File: src/rtl/alu_arbiter_if.sv
// Bundle of requester, shared-ALU and response signals for alu_arbiter.
// Names are from the arbiter's point of view; the environment drives the *_i side.
interface alu_arbiter_if;
  logic [1:0]  req_valid_i;
  logic [1:0]  req_ready_o;
  logic [31:0] req0_src_a_i;
  logic [31:0] req0_src_b_i;
  logic [3:0]  req0_op_i;
  logic [31:0] req1_src_a_i;
  logic [31:0] req1_src_b_i;
  logic [3:0]  req1_op_i;
  logic [31:0] alu_src_a_o;
  logic [31:0] alu_src_b_o;
  logic [3:0]  alu_op_o;
  logic [31:0] alu_result_i;
  logic        zero_flag_i;
  logic        rsp_valid_o;
  logic        rsp_ready_i;
  logic        rsp_id_o;
  logic [31:0] rsp_result_o;
  logic        rsp_zero_o;
  logic        rsp_err_o;

  modport slave (
    input  req_valid_i, req0_src_a_i, req0_src_b_i, req0_op_i,
    input  req1_src_a_i, req1_src_b_i, req1_op_i,
    input  alu_result_i, zero_flag_i, rsp_ready_i,
    output req_ready_o, alu_src_a_o, alu_src_b_o, alu_op_o,
    output rsp_valid_o, rsp_id_o, rsp_result_o, rsp_zero_o, rsp_err_o
  );

  modport master (
    output req_valid_i, req0_src_a_i, req0_src_b_i, req0_op_i,
    output req1_src_a_i, req1_src_b_i, req1_op_i,
    output alu_result_i, zero_flag_i, rsp_ready_i,
    input  req_ready_o, alu_src_a_o, alu_src_b_o, alu_op_o,
    input  rsp_valid_o, rsp_id_o, rsp_result_o, rsp_zero_o, rsp_err_o
  );
endinterface

File: src/rtl/alu_arbiter.sv
// Two-requester arbiter in front of a shared combinational ALU, with a
// one-entry registered response slot that sustains one operation per cycle.
//
// state   | meaning
// S_EMPTY | response slot free, rsp_valid_o=0
// S_FULL  | response slot holds a result, rsp_valid_o=1
module alu_arbiter #(
  parameter bit RR_EN = 1'b1
) (
  input  logic         clk_i,
  input  logic         rst_ni,
  alu_arbiter_if.slave bus
);

  typedef enum logic {
    S_EMPTY = 1'b0,
    S_FULL  = 1'b1
  } state_e;

  state_e      state_q;
  logic        ptr_q;
  logic        id_q;
  logic [31:0] result_q;
  logic        zero_q;
  logic        err_q;

  logic        win_vld;
  logic        win_id;
  logic [31:0] win_a;
  logic [31:0] win_b;
  logic [3:0]  win_op;
  logic        can_accept;
  logic        grant;
  logic        op_illegal;

  always_comb begin
    win_vld = 1'b0;
    win_id  = 1'b0;
    case (bus.req_valid_i)
      2'b01: begin
        win_vld = 1'b1;
        win_id  = 1'b0;
      end
      2'b10: begin
        win_vld = 1'b1;
        win_id  = 1'b1;
      end
      2'b11: begin
        win_vld = 1'b1;
        win_id  = RR_EN ? ptr_q : 1'b0;
      end
      default: begin
        win_vld = 1'b0;
        win_id  = 1'b0;
      end
    endcase
    // Reset must hold req_ready_o low even without a clock edge.
    if (!rst_ni) begin
      win_vld = 1'b0;
    end
  end

  assign win_a  = win_id ? bus.req1_src_a_i : bus.req0_src_a_i;
  assign win_b  = win_id ? bus.req1_src_b_i : bus.req0_src_b_i;
  assign win_op = win_id ? bus.req1_op_i    : bus.req0_op_i;

  assign bus.alu_src_a_o = win_vld ? win_a  : 32'd0;
  assign bus.alu_src_b_o = win_vld ? win_b  : 32'd0;
  assign bus.alu_op_o    = win_vld ? win_op : 4'b0000;

  assign can_accept      = (state_q == S_EMPTY) || bus.rsp_ready_i;
  assign grant           = win_vld && can_accept;
  assign bus.req_ready_o = grant ? (win_id ? 2'b10 : 2'b01) : 2'b00;
  assign op_illegal      = (win_op > 4'd9);

  always_ff @(posedge clk_i or negedge rst_ni) begin
    if (!rst_ni) begin
      state_q  <= S_EMPTY;
      ptr_q    <= 1'b0;
      id_q     <= 1'b0;
      result_q <= 32'd0;
      zero_q   <= 1'b0;
      err_q    <= 1'b0;
    end else begin
      case (state_q)
        S_EMPTY: begin
          if (grant) begin
            state_q <= S_FULL;
          end
        end
        S_FULL: begin
          // A drain with a simultaneous transfer keeps the slot full.
          if (bus.rsp_ready_i && !grant) begin
            state_q <= S_EMPTY;
          end
        end
        default: state_q <= S_EMPTY;
      endcase

      if (grant) begin
        id_q     <= win_id;
        err_q    <= op_illegal;
        result_q <= op_illegal ? 32'd0 : bus.alu_result_i;
        zero_q   <= op_illegal ? 1'b0  : bus.zero_flag_i;
        if (RR_EN) begin
          ptr_q <= ~win_id;
        end
      end
    end
  end

  assign bus.rsp_valid_o  = (state_q == S_FULL);
  assign bus.rsp_id_o     = id_q;
  assign bus.rsp_result_o = result_q;
  assign bus.rsp_zero_o   = zero_q;
  assign bus.rsp_err_o    = err_q;

endmodule

File: src/flat_wrapper.sv
// flat-port wrapper written by rule: the top's interface ports become plain ports
module alu_arbiter_flat 
#(
  parameter bit RR_EN = 1'b1
)
  (clk_i, rst_ni, bus_req_valid_i, bus_req0_src_a_i, bus_req0_src_b_i, bus_req0_op_i, bus_req1_src_a_i, bus_req1_src_b_i, bus_req1_op_i, bus_alu_result_i, bus_zero_flag_i, bus_rsp_ready_i, bus_req_ready_o, bus_alu_src_a_o, bus_alu_src_b_o, bus_alu_op_o, bus_rsp_valid_o, bus_rsp_id_o, bus_rsp_result_o, bus_rsp_zero_o, bus_rsp_err_o);
  alu_arbiter_if bus_i ();
  input  logic clk_i;
  input  logic rst_ni;
  input wire logic [$bits(bus_i.req_valid_i)-1:0] bus_req_valid_i;
  input wire logic [$bits(bus_i.req0_src_a_i)-1:0] bus_req0_src_a_i;
  input wire logic [$bits(bus_i.req0_src_b_i)-1:0] bus_req0_src_b_i;
  input wire logic [$bits(bus_i.req0_op_i)-1:0] bus_req0_op_i;
  input wire logic [$bits(bus_i.req1_src_a_i)-1:0] bus_req1_src_a_i;
  input wire logic [$bits(bus_i.req1_src_b_i)-1:0] bus_req1_src_b_i;
  input wire logic [$bits(bus_i.req1_op_i)-1:0] bus_req1_op_i;
  input wire logic [$bits(bus_i.alu_result_i)-1:0] bus_alu_result_i;
  input wire logic [$bits(bus_i.zero_flag_i)-1:0] bus_zero_flag_i;
  input wire logic [$bits(bus_i.rsp_ready_i)-1:0] bus_rsp_ready_i;
  output wire logic [$bits(bus_i.req_ready_o)-1:0] bus_req_ready_o;
  output wire logic [$bits(bus_i.alu_src_a_o)-1:0] bus_alu_src_a_o;
  output wire logic [$bits(bus_i.alu_src_b_o)-1:0] bus_alu_src_b_o;
  output wire logic [$bits(bus_i.alu_op_o)-1:0] bus_alu_op_o;
  output wire logic [$bits(bus_i.rsp_valid_o)-1:0] bus_rsp_valid_o;
  output wire logic [$bits(bus_i.rsp_id_o)-1:0] bus_rsp_id_o;
  output wire logic [$bits(bus_i.rsp_result_o)-1:0] bus_rsp_result_o;
  output wire logic [$bits(bus_i.rsp_zero_o)-1:0] bus_rsp_zero_o;
  output wire logic [$bits(bus_i.rsp_err_o)-1:0] bus_rsp_err_o;
  assign bus_i.req_valid_i = bus_req_valid_i;
  assign bus_i.req0_src_a_i = bus_req0_src_a_i;
  assign bus_i.req0_src_b_i = bus_req0_src_b_i;
  assign bus_i.req0_op_i = bus_req0_op_i;
  assign bus_i.req1_src_a_i = bus_req1_src_a_i;
  assign bus_i.req1_src_b_i = bus_req1_src_b_i;
  assign bus_i.req1_op_i = bus_req1_op_i;
  assign bus_i.alu_result_i = bus_alu_result_i;
  assign bus_i.zero_flag_i = bus_zero_flag_i;
  assign bus_i.rsp_ready_i = bus_rsp_ready_i;
  assign bus_req_ready_o = bus_i.req_ready_o;
  assign bus_alu_src_a_o = bus_i.alu_src_a_o;
  assign bus_alu_src_b_o = bus_i.alu_src_b_o;
  assign bus_alu_op_o = bus_i.alu_op_o;
  assign bus_rsp_valid_o = bus_i.rsp_valid_o;
  assign bus_rsp_id_o = bus_i.rsp_id_o;
  assign bus_rsp_result_o = bus_i.rsp_result_o;
  assign bus_rsp_zero_o = bus_i.rsp_zero_o;
  assign bus_rsp_err_o = bus_i.rsp_err_o;
  alu_arbiter #(.RR_EN(RR_EN)) u_core (.clk_i(clk_i), .rst_ni(rst_ni), .bus(bus_i));
endmodule
File: config.mk
export PLATFORM = sky130hd
export DESIGN_NAME = alu_arbiter_flat
export DESIGN_NICKNAME = d
export VERILOG_FILES = /design/src/rtl/alu_arbiter_if.sv /design/src/rtl/alu_arbiter.sv /design/src/flat_wrapper.sv
export SDC_FILE = /design/constraint.sdc
export NUM_CORES = 1
export LEC_CHECK = 0
export BUFFER_PORTS_ARGS = -buffer_cell sky130_fd_sc_hd__clkbuf_2
export CORE_MARGIN = 10
export CORE_UTILIZATION = 32
export DETAILED_ROUTE_END_ITERATION = 12
export PLACE_DENSITY = 0.69
export SYNTH_ARGS = -nofsm -noshare
export SYNTH_HDL_FRONTEND = slang
export SYNTH_SLANG_ARGS = --single-unit
File: constraint.sdc
create_clock -name clk_i -period 1.78 [get_ports clk_i]
set_input_delay 0.178 -clock clk_i [delete_from_list [all_inputs] [get_ports clk_i]]
set_output_delay 0.178 -clock clk_i [all_outputs]
set_load 0.03 [all_outputs]
==> out/summary.txt <==
Io pins: 280
Status: complete, but fails checks
Drc violations: 0
Inserted Clock Buffers: 5
Row Count: 36
PwrDens: 666 nW/um^2
# Max-Cap Violations: 0
WL/cell: 22.8 um
First-pass GRT wire length: 26.5 mm
Post-route cell area: 6330 um^2
All-Layer GR Usage: 22.4%
Fin nets: 863
Critical path class: register to output port
Die H: 121 um
Vias in the first global route: 4707
Biggest area consumer among synthesized cells: dfrtp_1
Gpl congestion: 0.880
Register area share after synthesis: 28.4%
Synth Cell Area: 3260 um^2
Leakage: 0.00279 uW
HPWL Detailed: 12.4 mm
Min-delay worst type: input pin to asynchronous set/reset pin
Gate Count Post-Synth: 418
Maximum clock rate: 506 MHz
RSZ-0062 raised after global routing: true
Max-slew headroom: 55.5%
Worst Skew: 0.00577 ns
Largest net degree at the start of global routing: 56
Port-buffer cells: 279
Synthesized net count: 592
Worst EP arrival: 1.80 ns
Final WS setup: -0.196 ns
DP Worst Slack: 0.0599 ns
Vias: 4581
Most common library cells after synthesis: o21ai_0, a21oi_1, nand3b_1
Final worst-path cycle share: 111%
Worst Tran Pin Value: 0.666 ns
CTS tree: built
Area delta synth->final: 94.4%
Starting Density: 33.0%
Final Hold Fails: 0
Cells after DPL: 789
Drt first pass iters: 5
Die width: 121 um
R2R depth: 6
Required @ worst endpoint: 1.60 ns
CTS Root Cell: clkbuf_8
Placed cell area: 5060 um^2
CP Capture Type: output port
Number of synthesized register bits: 37
Share of post-route cells with drive strength above 1: 65.9%
Top cells by area, synth: dfrtp_1, nand3b_1, o21ai_0, o31ai_2, a21oi_1
Later-pin clock latency in the skew report: 0.29 ns
Post-detailed-routing wire length: 18.8 mm
Clock Sinks: 37
Post-layout power: 4210 uW
EDFF count, synth: 0
Synth top area share: 28.4%
Post-synthesis average cell area: 7.79 um^2
Finished Layout Cells: 826
Reg2Reg Setup Slack: 0.06 ns
Netlist cell types: 25
Core area: 9860 um^2
Final Max Tran Viols: 0
Count leader, synth: o21ai_0
Reg area: 926 um^2
Final Critical Period: 1.98 ns
Die footprint: 14600 um^2
Violated checks: negative setup slack
CP Launch Type: register
Clock Path Buffers: 2
Remaining antenna violation count after routing: 0
Ys flop type: dfrtp_1
Post-synth ARST share: 100%
Drt first-iter violations: 453
H-tree levels: 2
Crit Path Max Fanout: 10
Worst-path clk slew: 0.08 ns
Multi-input gate area: 2470 um^2
GRT overflow: 0
Final-layout fill cell count: 769
Maximum VDD drop: 0.355 mV
Average vias per placed instance: 5.55
Antenna violations before repair: 3
# setup viols final: 69
Yosys warns: 0
Hold WS: 0.0380 ns
worst max-delay path: stages, from the launching register on:
cell,delay (ns)
dfrtp_1,0.35
buf_4,0.12
and2b_4,0.21
buf_4,0.14
buf_6,0.13
nand3b_1,0.19
a21oi_2,0.18
clkbuf_8,0.19
metal layers:
layer	GRT usage, %	vias to the layer above	share of wire, %
met5	0	-	0
met4	8.30	0	3.1
met3	9.35	38	11
met2	38.2	247	51
met1	24.2	2186	35
li1	-	2110	-
state kept, by name (all words and copies together) (netlist names):
signal and flops:
u_core.bus.rsp_zero_o 1, u_core.bus.rsp_valid_o 1, u_core.bus.rsp_err_o 1, u_core.ptr_q 1, u_core.bus.rsp_id_o 1, u_core.bus.rsp_result_o 32
report_power, final:
part           switching, uW  internal, uW  total [uW]
Combinational           1460          1110        2580
Sequential              77.2           980        1060
Clock                    310           270         580
Total                   1850          2360        4210
logic make-up after synthesis:
kind of cell | after synthesis | synth area share [%]
buffers and inverters | 60 | 8.76
AO/OA/AOI/OAI | 210 | 39.9
flip-flops | 37 | 28.4
multiplexers | 1 | 0.346
AND/OR/NAND/NOR | 110 | 22.6
metrics by stage:
stage          setup TNS, ns  util [%]
5_1_grt               -12.51      64.2
3_3_place_gp               0      51.3
2_1_floorplan              0         -
3_5_place_dp               0      51.3
6_report               -7.98      64.2
4_1_cts                -6.03      60.4
cells in the final DEF, fill, tap and decap left out:
cell | netlist | routed
nand3_1 | 33 | 33
nor3_4 | 1 | 1
clkinv_2 | 0 | 2
mux2_2 | 1 | 1
o21ai_1 | 6 | 31
nand2_1 | 2 | 2
clkbuf_16 | 0 | 7
a21o_1 | 1 | 1
o221a_2 | 0 | 1
o21ai_0 | 99 | 55
o21a_1 | 1 | 1
buf_4 | 4 | 15
clkbuf_2 | 0 | 209
diode_2 | 0 | 3
clkinvlp_4 | 0 | 1
o31ai_2 | 30 | 30
o31a_1 | 1 | 1
nor2_1 | 1 | 1
buf_8 | 0 | 2
nand2b_4 | 0 | 1
and2b_4 | 0 | 2
a21oi_2 | 0 | 68
nand2b_1 | 2 | 1
buf_12 | 0 | 9
buf_2 | 6 | 1
dfrtp_1 | 37 | 37
dlygate4sd3_1 | 0 | 1
buf_6 | 5 | 6
o21ai_4 | 0 | 8
nand3b_1 | 68 | 68
o31ai_1 | 3 | 3
o21ai_2 | 0 | 11
buf_16 | 0 | 4
clkbuf_8 | 0 | 73
nor2b_4 | 0 | 2
inv_2 | 1 | 1
area by class of cell:
cell class                      count  share of cell area, %
Multi-Input combinational cell    322                   39.0
Inverter                            1                 0.0593
Antenna cell                        3                  0.119
Clock buffer                        5                   1.09
Sequential cell                    37                   14.6
Timing Repair Buffer              322                   42.2
Tap cell                          133                   2.63
Clock inverter                      3                  0.277
repair_timing:
item	in CTS	in global routing
hold buffers	1	0
buffers inserted	6	6
gates resized for setup	160	68
endpoints found under the hold margin	1	0
setup endpoints to repair	69	103
pin swaps	19	37
cloned	5	10
path summary, 6_finish.rpt:
kind,start,end
max,u_core.ptr_q,bus_alu_src_a_o[13]
min,rst_ni,u_core.bus.rsp_result_o[7]
max reg2reg,u_core.ptr_q,u_core.bus.rsp_result_o[18]
min reg2reg,u_core.bus.rsp_result_o[27],u_core.bus.rsp_result_o[27]
max in group asynchronous,rst_ni,u_core.ptr_q
min in group clk_i,bus_alu_result_i[10],u_core.bus.rsp_result_o[10]
Power figures use the tool's default switching activity.
